$ cat src/rtl/uart_alu_if.sv
// Command/response stage: pops A, B, opcode from the RX FIFO, drives the ALU, pushes the result to the TX FIFO.
// Latency: TX push two cycles after the opcode pop; a full command takes at least 5 cycles.
// Backpressure: an empty RX FIFO stalls the operand fetch, and a full TX FIFO holds the result in S_SEND.
module uart_alu_if #(
    parameter int NB_DATA = 8,
    parameter int NB_OP   = 6
) (
    input  logic               i_clk,
    input  logic               i_reset,
    input  logic               i_rx_empty,
    input  logic [NB_DATA-1:0] i_rx_data,
    output logic               o_rx_rd,
    input  logic               i_tx_full,
    output logic               o_tx_wr,
    output logic [NB_DATA-1:0] o_tx_data,
    output logic [NB_DATA-1:0] o_alu_a,
    output logic [NB_DATA-1:0] o_alu_b,
    output logic [NB_OP-1:0]   o_alu_op,
    input  logic [NB_DATA-1:0] i_alu_result
);

    localparam logic [2:0] S_A    = 3'd0;
    localparam logic [2:0] S_B    = 3'd1;
    localparam logic [2:0] S_OP   = 3'd2;
    localparam logic [2:0] S_EXEC = 3'd3;
    localparam logic [2:0] S_SEND = 3'd4;

    logic [2:0]         state_q, state_d;
    logic [NB_DATA-1:0] a_q, a_d;
    logic [NB_DATA-1:0] b_q, b_d;
    logic [NB_OP-1:0]   op_q, op_d;
    logic [NB_DATA-1:0] result_q, result_d;
    // Low during reset and for the first cycle after release, so no strobe
    // can fire before the surrounding FIFOs have come out of reset too.
    logic               run_q;
    logic               rx_rd;
    logic               tx_wr;

    // Next-state decode: each fetch state consumes one byte when the RX FIFO has one.
    always_comb begin
        state_d  = state_q;
        a_d      = a_q;
        b_d      = b_q;
        op_d     = op_q;
        result_d = result_q;
        rx_rd    = 1'b0;
        tx_wr    = 1'b0;
        if (run_q) begin
            case (state_q)
                S_A: begin
                    if (!i_rx_empty) begin
                        rx_rd   = 1'b1;
                        a_d     = i_rx_data;
                        state_d = S_B;
                    end
                end
                S_B: begin
                    if (!i_rx_empty) begin
                        rx_rd   = 1'b1;
                        b_d     = i_rx_data;
                        state_d = S_OP;
                    end
                end
                S_OP: begin
                    if (!i_rx_empty) begin
                        rx_rd   = 1'b1;
                        op_d    = i_rx_data[NB_OP-1:0];
                        state_d = S_EXEC;
                    end
                end
                S_EXEC: begin
                    // ALU inputs have been stable for a full cycle; sample the result.
                    result_d = i_alu_result;
                    state_d  = S_SEND;
                end
                S_SEND: begin
                    if (!i_tx_full) begin
                        tx_wr   = 1'b1;
                        state_d = S_A;
                    end
                end
                default: state_d = S_A;
            endcase
        end
    end

    // State and datapath registers; reset clears the partial command immediately.
    always_ff @(posedge i_clk or posedge i_reset) begin
        if (i_reset) begin
            state_q  <= S_A;
            a_q      <= '0;
            b_q      <= '0;
            op_q     <= '0;
            result_q <= '0;
            run_q    <= 1'b0;
        end else begin
            state_q  <= state_d;
            a_q      <= a_d;
            b_q      <= b_d;
            op_q     <= op_d;
            result_q <= result_d;
            run_q    <= 1'b1;
        end
    end

    assign o_rx_rd   = rx_rd;
    assign o_tx_wr   = tx_wr;
    assign o_tx_data = result_q;
    assign o_alu_a   = a_q;
    assign o_alu_b   = b_q;
    assign o_alu_op  = op_q;

endmodule

$ cat config.mk
export PLATFORM = sky130hd
export DESIGN_NAME = uart_alu_if
export DESIGN_NICKNAME = d
export VERILOG_FILES = /design/src/rtl/uart_alu_if.sv
export SDC_FILE = /design/constraint.sdc
export NUM_CORES = 1
export LEC_CHECK = 0
export BUFFER_PORTS_ARGS = -buffer_cell sky130_fd_sc_hd__buf_2
export CORE_MARGIN = 2
export CORE_UTILIZATION = 50
export CTS_BUF_LIST = sky130_fd_sc_hd__clkbuf_4 sky130_fd_sc_hd__clkbuf_8
export DETAILED_ROUTE_END_ITERATION = 10
export PLACE_DENSITY = 0.79
export SYNTH_ARGS = -nofsm -noshare
export SYNTH_HDL_FRONTEND = slang
export SYNTH_SLANG_ARGS = --single-unit
$ cat constraint.sdc
create_clock -name i_clk -period 2.1 [get_ports i_clk]
set_input_delay 0.21 -clock i_clk [delete_from_list [all_inputs] [get_ports i_clk]]
set_output_delay 0.21 -clock i_clk [all_outputs]
set_load 0.02 [all_outputs]
* Word-level counts from Yosys, hierarchy flattened
Index checks and enable logic that the tools add are counted.
Word-level totals: memories kept 0, word-level logic and storage cells 33, bits in read-only memories 0, register bits after elaboration 34, RAM bits 0, bits in latches 0, output and inout bits 32
Cells by class: reduce and logical (&&, ||, !) cells 7, mux-type cells 11, bitwise operators 1, add/sub/neg operators 0, multiply operators 0, div/mod/pow operators 0, magnitude comparators 0, equality and inequality tests 8, shift-type cells 0
Operator list (count):
- 3-bit case mux with 5 select lines | 1
- 3-bit 2-to-1 mux | 4
- 3-bit AND reduction | 3
- 2-bit inequality test, second input constant | 4
- 3-bit by 2-bit equality test with 1-bit output, second input constant | 2
- 1-bit 2-to-1 mux | 6
- 5-bit AND reduction | 1
- 3-bit by 1-bit equality test with 1-bit output, second input constant | 1
- 3-bit equality test, second input constant | 1
- 3-bit zero test | 1
- 3-bit OR reduction | 1
- 2-bit AND reduction | 1
- 1-bit NOT | 1

* Longest topological paths before layout
depth after elaboration 4, depth in mapped cells 4

* Worst setup path after synthesis
No wires, ideal clock.
path kind reg2out, start point register state_q[1], end point output o_rx_rd, cell stages (with the launch flop) 3, path slack 246 ps, required time 1890 ps, buffers on the path 1, data arrival time 1644 ps, cell sequence dfrtp_1 buf_4 a2111oi_0
Between the ends: word-level cells in the longest chain between the ends 4
Ends and longest elaborated chain:
- start, declared | RTL line 28 | logic [2:0] state_q, state_d;
- start signal, assigned | RTL line 97 | state_q <= state_d;
- 3-bit by 2-bit equality test with 1-bit output, or another cell as far along | RTL line 49 | case (state_q)
- 3-bit OR reduction (no source line) *
- 1-bit 2-to-1 mux *
- 1-bit 2-to-1 mux * | RTL line 48 | if (run_q) begin
- end, declared | RTL line 12 | output logic o_rx_rd,
Mark *: on every way between the ends. The rest lies on a longest branch, timed or not.

* Worst setup path in the final report
Same ends and word-level chain as after synthesis.

==> flow_metrics.tcl <==
set metrics [dict create \
    htreeDepth 2 \
    cts_hold_buf 1 \
    fillers 174 \
    finalWorstSetupSlack_ns 0.3746 \
    antenna_cells 0 \
    cap_violations 0 \
    synthXorXnorAreaFrac_pct 0 \
    seq_area_um2 850.8 \
    yosys.area_share.simple_pct 6.822 \
    yosysTopAreaCellShare_pct 63.55 \
    area_delta_synth_final_pct 30.93 \
    tns_ns 0 \
    wl_per_cell_um 14.11 \
    drc 0 \
    holdWs_ns 0.1098 \
    netSwitchingFraction_pct 35.94 \
    drive_gt1_share_pct 65.31 \
    cp_data_required_time_ns 1.89 \
    worstPathArrival_ns 1.52 \
    drv_slew 0 \
    synth_area_leaders "dfrtp_1 (64%), mux2_2 (25%), nor3b_4 (1.4%)" \
    cts_tree "done" \
    grt_pass1_vias 967 \
    grt_antenna_before_repair 0 \
    reg2reg_from "state_q[0]$_DFFE_PP0P_" \
    ios 52 \
    mappedNetlistArea_um2 1339 \
    dpl_cell_area_um2 1632 \
    rsz0062_at_grt "false" \
    core_area_um2 2500 \
    peakVddDrop_mv 1.344 \
    root_buffer "clkbuf_4" \
    track_usage_pct 18.76 \
    clkTransAtPathRegs_ns 0.10 \
    dp.final_hpwl_um 1832 \
    path_class "flop to output port" \
    p_leak_nw 0.8805 \
    rows 18 \
    utilization_pct 70.12 \
    grt_pass1_wl_um 4312 \
    clock_path_buffers 2 \
    cp-endpoint "o_rx_rd" \
    p_sw_mw 1.052 \
    synthAdderAreaFrac_pct 0 \
    p_per_area_nw_per_um2 1671 \
    fmaxAchievable_mhz 579.6 \
    synth_nets 107 \
    die-area_um2 3108 \
    cp_max_fo 8 \
    p_clk_share_pct 20.8 \
    avgSynthCellArea_um2 15.39 \
    dp.cells 168 \
    cts_sinks 34 \
    cp-end-kind "output port" \
    cp-startpoint "state_q[1]$_DFFE_PP0P_" \
    num_vias 897 \
    syn-instance-count 87 \
    antenna_left 0 \
    combinationalPowerShare_pct 40.2 \
    grt_max_degree 35 \
    multi_input_area_um2 469.2 \
    first_iter_violations 3 \
    cts_buffers 5 \
    timing.final.crit_share_pct 82.16 \
    initial_utilization_pct 53.55 \
    ys_types 19 \
    die_w_um 55.75 \
    reg2reg_depth 3 \
    ys_warn_count 0 \
    sequentialPowerShare_pct 39.0 \
    timing.rr.end "o_alu_op[0]$_DFFE_PP0P_" \
    finalCriticalPeriod_ns 1.725 \
    cts_resized 0 \
    netlist.top_cell.by_area "dfrtp_1" \
    synth_compound_area_share_pct 2.710 \
    insertion_delay_ns 0.33 \
    gr-total-overflow 0 \
    postCtsSetupBuffers 0 \
    total_power_mw 2.928 \
    synth_top_family_by_area "multiplexers" \
    dieHeight_um 55.75 \
    yosysSeqAreaShare_pct 63.55 \
    final_area_um2 1753 \
    synth.area.mux_share_pct 25.23 \
    hold_viol 0 \
    finalWirelength_um 2498 \
    cp-start-kind "flop" \
    portBuffers 51 \
    pre_cts_ws_ns 0.5996 \
    min-delay-path-class "primary input to flop" \
    r2r_slack_ns 0.62 \
    status "finished, final reports clean" \
    p_int_mw 1.876 \
    via_per_inst 5.068 \
    drt-pass1-iter-count 3 \
    finalSetupViolCount 0 \
    synth_seq_cells 34 \
    stdcell_count 177 \
    gp_congestion 0.7404 \
    nets 166 \
    finClkSkew_ns 0.009851 \
]
==> kinds of logic after synthesis <==
family	count (synthesis)
AO/OA/AOI/OAI	5
buffers and inverters	4
flip-flops	34
multiplexers	30
other	1
AND/OR/NAND/NOR	13
==> cell usage after synthesis (all sizes together) <==
master	n
nand3	2
buf	1
nor4	1
o21ai	2
dfrtp	34
mux2	30
nor2	1
nand2	5
a2111oi	1
and2b	2
a22o	1
o31ai	1
nor3b	2
conb	1
inv	3
==> final cells by class <==
| type | instances | share of cell area [%] |
|---|---|---|
| sequential | 34 | 48.54 |
| inverter | 3 | 0.6424 |
| clock buffer | 6 | 2.926 |
| timing repair buffer | 53 | 15.56 |
| multi-input combinational | 49 | 26.77 |
| tap | 30 | 2.141 |
| clock inverter | 2 | 3.426 |
==> critical path, stage by stage (launching register included) <==
cell and delay (ns):
dfrtp_1 0.49, a2111oi_0 0.45, buf_2 0.24
==> power by group through the flow <==
stage	clock network, mW	logic, mW	registers, mW
floorplan	0	0.430	1.50
global placement	0	1.16	1.13
detailed placement	0	1.19	1.16
CTS	0.629	1.19	1.14
global route	0.659	1.25	1.19
finish	0.610	1.18	1.14
==> cell usage in the layout (no fill, tap or decap) <==
master,netlist,layout
inv_1,3,3
nor3b_1,1,1
buf_2,0,51
buf_4,1,1
bufinv_16,0,2
nand3_1,1,1
and2b_1,1,1
nor2_1,1,1
nor3b_4,1,1
clkbuf_4,0,5
dfrtp_1,34,34
nor4_1,1,1
a2111oi_0,1,1
o31ai_1,1,1
conb_1,1,1
nand2_1,3,3
clkbuf_8,0,1
dlygate4sd3_1,0,1
mux2_2,30,30
a22o_2,1,1
and2b_2,1,1
nand2_2,2,2
o21ai_0,2,2
nand3_2,1,1
==> state kept, by name (all words and copies together) (netlist names) <==
signal     count
o_alu_op       6
run_q          1
o_alu_b        8
o_alu_a        8
state_q        3
o_tx_data      8
==> routing by layer <==
metal	routed length (µm)	GRT usage, %	share of wire, %
met1	1008	21.00	40
met2	1285	29.59	51
met3	148	9.535	5.9
met4	55	9.059	2.2
met5	0	0	0
==> worst min-delay path by stage <==
stage	end	cells after the start	start
2_1_floorplan	o_alu_a[0]$_DFFE_PP0P_	1	i_reset
3_3_place_gp	o_tx_data[4]$_DFFE_PP0P_	3	i_reset
3_5_place_dp	o_alu_b[0]$_DFFE_PP0P_	3	i_reset
4_1_cts	o_tx_data[5]$_DFFE_PP0P_	2	i_alu_result[5]
5_1_grt	o_tx_data[3]$_DFFE_PP0P_	2	i_alu_result[3]
6_report	o_tx_data[5]$_DFFE_PP0P_	2	i_alu_result[5]
Power figures use the tool's default switching activity.
